===== src/rtl/beta_pkg.sv =====
// Shared definitions for the Beta processor blocks.
//   fetch_state_t : state encoding of the instruction fetch unit
//   FAULT_INSTR   : word handed to decode when a fetch faults
//   RESET_VECTOR  : first instruction address after reset (also used by pc)
package beta_pkg;

    typedef enum logic [1:0] {
        IDLE = 2'd0,
        REQ  = 2'd1,
        HOLD = 2'd2
    } fetch_state_t;

    localparam logic [31:0] FAULT_INSTR  = 32'h0000_0000;
    localparam logic [31:0] RESET_VECTOR = 32'h8000_0000;

endpackage


===== src/rtl/fetch_timer.sv =====
// Clearable up-counter that measures how long a memory request has been
// outstanding.
//   clk, reset : clock and asynchronous active-high reset
//   i_clear    : force the count back to zero (has priority over i_inc)
//   i_inc      : advance the count by one
//   o_expired  : count has reached TIMEOUT-1
module fetch_timer #(
    parameter int TIMEOUT = 8
) (
    input  logic clk,
    input  logic reset,
    input  logic i_clear,
    input  logic i_inc,
    output logic o_expired
);

    // A TIMEOUT of 1 would give a zero-width counter, so keep at least one bit.
    localparam int CNT_W = (TIMEOUT > 1) ? $clog2(TIMEOUT) : 1;

    logic [CNT_W-1:0] r_count;

    assign o_expired = (r_count == CNT_W'(TIMEOUT - 1));

    // The count saturates at the expiry value so it never wraps back to a
    // value that would hide the timeout.
    always_ff @(posedge clk or posedge reset) begin
        if (reset) begin
            r_count <= '0;
        end else if (i_clear) begin
            r_count <= '0;
        end else if (i_inc && !o_expired) begin
            r_count <= r_count + 1'b1;
        end
    end

endmodule


===== src/rtl/ifetch.sv =====
// Instruction fetch unit for the Beta.
// Turns the instruction address from pc into a read on the instruction
// memory port and hands the fetched word to decode with a valid/ready
// handshake. pc is held via pc_stall until decode has taken the word.
// A misaligned address or a memory that never answers yields a fault word
// instead of a hang.
//   clk, reset   : clock and asynchronous active-high reset
//   ia           : instruction address from pc (stable while pc_stall=1)
//   pc_stall     : pc must hold ia
//   mem_req      : read request to instruction memory
//   mem_addr     : word address of the request
//   mem_ack      : read complete, mem_rdata valid
//   mem_rdata    : read data
//   instr        : fetched instruction (FAULT_INSTR on a fault)
//   instr_ia     : address instr came from
//   instr_valid  : instr, instr_ia and fetch_fault are valid
//   instr_ready  : decode accepts the instruction
//   fetch_fault  : timeout or misaligned address
module ifetch
    import beta_pkg::*;
#(
    parameter int ADDR_W  = 16,
    parameter int TIMEOUT = 8
) (
    input  logic              clk,
    input  logic              reset,
    input  logic [31:0]       ia,
    output logic              pc_stall,
    output logic              mem_req,
    output logic [ADDR_W-1:0] mem_addr,
    input  logic              mem_ack,
    input  logic [31:0]       mem_rdata,
    output logic [31:0]       instr,
    output logic [31:0]       instr_ia,
    output logic              instr_valid,
    input  logic              instr_ready,
    output logic              fetch_fault
);

    fetch_state_t r_state;
    fetch_state_t w_nextState;

    logic [31:0] r_instr;
    logic [31:0] r_instrIa;
    logic        r_fault;

    logic w_aligned;
    logic w_expired;
    logic w_loadData;
    logic w_loadFault;
    logic w_timerClear;
    logic w_timerInc;

    assign w_aligned = (ia[1:0] == 2'b00);

    // The timer sits at zero outside REQ, so each REQ entry starts from a
    // cleared count. It only advances on cycles the memory did not answer.
    assign w_timerClear = (r_state != REQ);
    assign w_timerInc   = (r_state == REQ) && !mem_ack;

    fetch_timer #(
        .TIMEOUT (TIMEOUT)
    ) u_timer (
        .clk       (clk),
        .reset     (reset),
        .i_clear   (w_timerClear),
        .i_inc     (w_timerInc),
        .o_expired (w_expired)
    );

    // State register.
    always_ff @(posedge clk or posedge reset) begin
        if (reset) begin
            r_state <= IDLE;
        end else begin
            r_state <= w_nextState;
        end
    end

    // Next-state and handshake outputs. The request address is taken
    // straight from ia while in REQ: pc advances on the same edge that
    // enters REQ, so the new address only exists after that edge, and pc
    // holds it for the whole REQ visit. pc_stall depends only on the state
    // and instr_ready, never on the memory side.
    always_comb begin
        w_nextState = r_state;
        w_loadData  = 1'b0;
        w_loadFault = 1'b0;
        pc_stall    = 1'b1;
        mem_req     = 1'b0;
        mem_addr    = '0;
        instr_valid = 1'b0;
        case (r_state)
            IDLE: begin
                w_nextState = REQ;
            end
            REQ: begin
                if (!w_aligned) begin
                    w_loadFault = 1'b1;
                    w_nextState = HOLD;
                end else begin
                    mem_req  = 1'b1;
                    mem_addr = ia[ADDR_W+1:2];
                    // An ack on the expiry cycle still counts as a good fetch.
                    if (mem_ack) begin
                        w_loadData  = 1'b1;
                        w_nextState = HOLD;
                    end else if (w_expired) begin
                        w_loadFault = 1'b1;
                        w_nextState = HOLD;
                    end
                end
            end
            HOLD: begin
                instr_valid = 1'b1;
                pc_stall    = ~instr_ready;
                if (instr_ready) begin
                    w_nextState = REQ;
                end
            end
            default: begin
                w_nextState = IDLE;
            end
        endcase
    end

    // Result registers change only on the edge that enters HOLD, which
    // keeps them stable while decode is back-pressuring.
    always_ff @(posedge clk or posedge reset) begin
        if (reset) begin
            r_instr   <= '0;
            r_instrIa <= '0;
            r_fault   <= 1'b0;
        end else if (w_loadData) begin
            r_instr   <= mem_rdata;
            r_instrIa <= ia;
            r_fault   <= 1'b0;
        end else if (w_loadFault) begin
            r_instr   <= FAULT_INSTR;
            r_instrIa <= ia;
            r_fault   <= 1'b1;
        end
    end

    assign instr       = r_instr;
    assign instr_ia    = r_instrIa;
    assign fetch_fault = r_fault;

endmodule

===== config.mk =====
export PLATFORM = sky130hd
export DESIGN_NAME = ifetch
export DESIGN_NICKNAME = d
export VERILOG_FILES = /design/src/rtl/beta_pkg.sv /design/src/rtl/fetch_timer.sv /design/src/rtl/ifetch.sv
export SDC_FILE = /design/constraint.sdc
export NUM_CORES = 1
export LEC_CHECK = 0
export CORE_UTILIZATION = 35
export DETAILED_ROUTE_END_ITERATION = 6
export PLACE_DENSITY = 0.81
export SLEW_MARGIN = 20
export SYNTH_ARGS = -nofsm -noshare
export SYNTH_HDL_FRONTEND = slang
export SYNTH_SLANG_ARGS = --single-unit

===== constraint.sdc =====
create_clock -name clk -period 2.38 [get_ports clk]
set_input_delay 0.238 -clock clk [delete_from_list [all_inputs] [get_ports clk]]
set_output_delay 0.238 -clock clk [all_outputs]
set_load 0.01 [all_outputs]

==> impl_metrics.csv <==
group,metric,value,unit
final_layout,fin_area,4610,um^2
setup_path,startpoint,"ia[0]",
final_layout,layout_commonest_cell,"clkdlybuf4s50_1",
global_routing,antenna_found_initial,0,
setup_path,cp-start-kind,"input pin",
setup_path,endpoint_kind,"output port",
clock_network,worstSkewPairLatency,0.32,ns
pwr,internal-power,3.66,mW
pwr,power_frac_comb,43.8,%
final_layout,layout_common_cells,"151 x clkdlybuf4s50_1, 70 x dfrtp_1, 32 x a22o_1",
clock_network,cts_htree_levels,3,
timing,rsz0062_at_grt,"no",
timing,period_share,90.3,%
setup_path,critical_path.max_fanout,11,
place,dp.cells,434,
final_layout,drive_gt1_share,15.7,%
clock_network,cts.sinks,70,
timing,worst_pin_slew,0.360,ns
timing,slew_headroom,76.0,%
global_routing,grt_max_degree,71,
synthesis,yosysWarnings,0,
final_layout,final_cell_count_no_fill,450,
run,maxCapViolCount,0,
timing,fmax,465,MHz
clock_network,cts_setup_buffers,0,
drt,vias_per_cell,4.70,
pwr,powerDensity,1120,nW/um^2
place,place.gp.congestion,0.704,
drt,wl_per_cell,14.7,um
setup_path,worstReg2RegEnd,"instr_ia[25]",
floorplanning,start_util,37.0,%
final_layout,num_antenna_cells,0,
drt,drt_iter0_markers,59,
drt,route.detailed.drc,0,
pwr,clockPowerShare,19.7,%
pwr,p_switching,1.51,mW
pwr,seqPwrFrac,36.4,%
clock_network,clk_pin_slew,0.07,ns
pwr,total_power,5.17,mW
pwr,power_leakage,1.98,nW
synthesis,synthCells,189,
setup_path,timing.rr.start,"u_timer.r_count[0]",
timing,fin_setup_tns,0,ns
synthesis,ys_ff_latch,70,
pwr,sw_frac_of_total,29.2,%
timing,maxSlewViolCount,0,
clock_network,cts_tree,"built",
final_layout,layout.nets,416,
final_layout,fin_util,62.0,%
status,status,"complete, no violations",
floorplanning,design.core.area,7450,um^2
floorplanning,design.die.area,8230,um^2
global_routing,grt_usage,16.8,%
global_routing,first_global_vias,2275,
min_path,hold_class,"input pin to asynchronous set/reset pin",
drt,vias,2113,
timing,finalSetupViolCount,0,
place,dpl-instance-area,4400,um^2
floorplanning,die_h,90.7,um
timing,period_needed,2.15,ns
floorplanning,die_w,90.7,um
global_routing,grt-ovfl-total,0,
clock_network,post_cts_resized,0,
place,hpwl,4.78,mm
floorplanning,io_pins,152,
timing,skew,0.00844,ns
pwr,ir_worst_vdd,0.622,mV
clock_network,cts-buffers-inserted,9,
setup_path,ff2ff_setup_slack,0.52,ns
clock_network,hold_buffers,0,
setup_path,required,2.14,ns
drt,ant_nets,0,
setup_path,worstPathArrival,1.91,ns
synthesis,synthDistinctLibCells,22,
timing,finalHoldViolCount,0,
synthesis,syn_area,2750,um^2
clock_network,ctsLongestPathBuffers,2,
global_routing,grt_pass1_wl,10.9,mm
synthesis,syn_nets,259,
setup_path,path_class,"input pin to output port",
synthesis,ys_seq_area_share,63.6,%
setup_path,r2r_cells,6,
final_layout,fillers,604,
clock_network,cts_root_buffer,"clkbuf_8",
synthesis,syn_area_per_cell,14.6,um^2
drt,first_pass_iters,5,
floorplanning,std_cell_rows,31,
final_layout,area_growth,67.6,%
place,port_buffers,151,
drt,wirelength,6.63,mm
## stage by stage
step / worst slack, ns / hold WS (ns)
after floorplan: 0.374 / 0.346
after global placement: 0.270 / 0.467
after detailed placement: 0.229 / 0.479
after CTS: 0.227 / 0.308
after global routing: 0.166 / 0.365
final: 0.231 / 0.303
## cells in the mapped netlist
cell type  instances  area (um^2)
mux2_2            30          338
o21ai_0            4         20.0
inv_1              3         11.3
a21o_1             1         7.51
nand2_1            4         15.0
a22o_1            32          280
and2_1            17          106
nor2_1             2         7.51
a21oi_1            3         15.0
nand2b_1           2         12.5
nor2b_1            1         6.26
nor2_2             1         6.26
buf_4              4         30.0
a21oi_2            1         8.76
mux2_1             2         22.5
xnor2_1            1         8.76
clkbuf_1           1         3.75
buf_6              3         33.8
ha_1               2         25.0
buf_2              4         20.0
dfrtp_1           70         1750
nor4b_4            1         23.8
## critical path, stage by stage
cell             delay, ns
clkdlybuf4s50_1       0.48
nor4b_4               0.32
buf_4                 0.19
and2_1                0.13
clkdlybuf4s50_1       0.55
## registers in the layout, indices dropped and copies added, names as in the netlist
signal	flops
fetch_fault	1
r_state	2
u_timer.r_count	3
instr	32
instr_ia	32
## power by group through the flow
stage                     Combinational, mW  Clock (mW)  Sequential [mW]
after detailed placement               2.29           0             1.91
after global placement                 2.26           0             1.88
after global routing                   2.41        1.10             1.95
after CTS                              2.31        1.06             1.89
after floorplan                       0.841           0             2.09
final                                  2.27        1.02             1.88
## layout make-up
type	instances	area (um^2)	share of cell area, %
flip-flops and latches	70	1750	38.0
repair buffers	158	1600	34.7
multi-input cells	104	911	19.7
clock buffers	12	145	3.15
well taps	99	124	2.68
clock inverters	4	70.1	1.52
inverters	3	11.3	0.244
## how the worst max path moves through the flow
| stage | end | slack, ns |
|---|---|---|
| final | mem_addr[4] | 0.23 |
| after global routing | mem_addr[3] | 0.17 |
| after CTS | mem_addr[4] | 0.23 |
| after detailed placement | mem_addr[15] | 0.23 |
| after global placement | mem_addr[5] | 0.27 |
| after floorplan | fetch_fault | 0.37 |
## cell families (layout without fill, tap and decap cells)
kind of cell | after synthesis | after routing | share of synthesized area (%)
flip-flops | 70 | 70 | 63.6
AO/OA/AOI/OAI | 41 | 41 | 12.0
multiplexers | 32 | 32 | 13.1
AND/OR/NAND/NOR | 28 | 28 | 6.45
buffers and inverters | 15 | 177 | 3.59
adder cells (fa/ha/maj) | 2 | 2 | 0.909
XOR/XNOR | 1 | 1 | 0.318
## metal layers
metal | share of wire (%) | up-vias | global-route usage [%]
met2 | 48 | 96 | 27.8
met1 | 43 | 1021 | 21.1
met4 | 0.81 | 0 | 6.59
met3 | 7.7 | 7 | 4.21
met5 | 0 | - | 0
li1 | - | 989 | -
No activity file was read; power rests on OpenSTA's default activity.
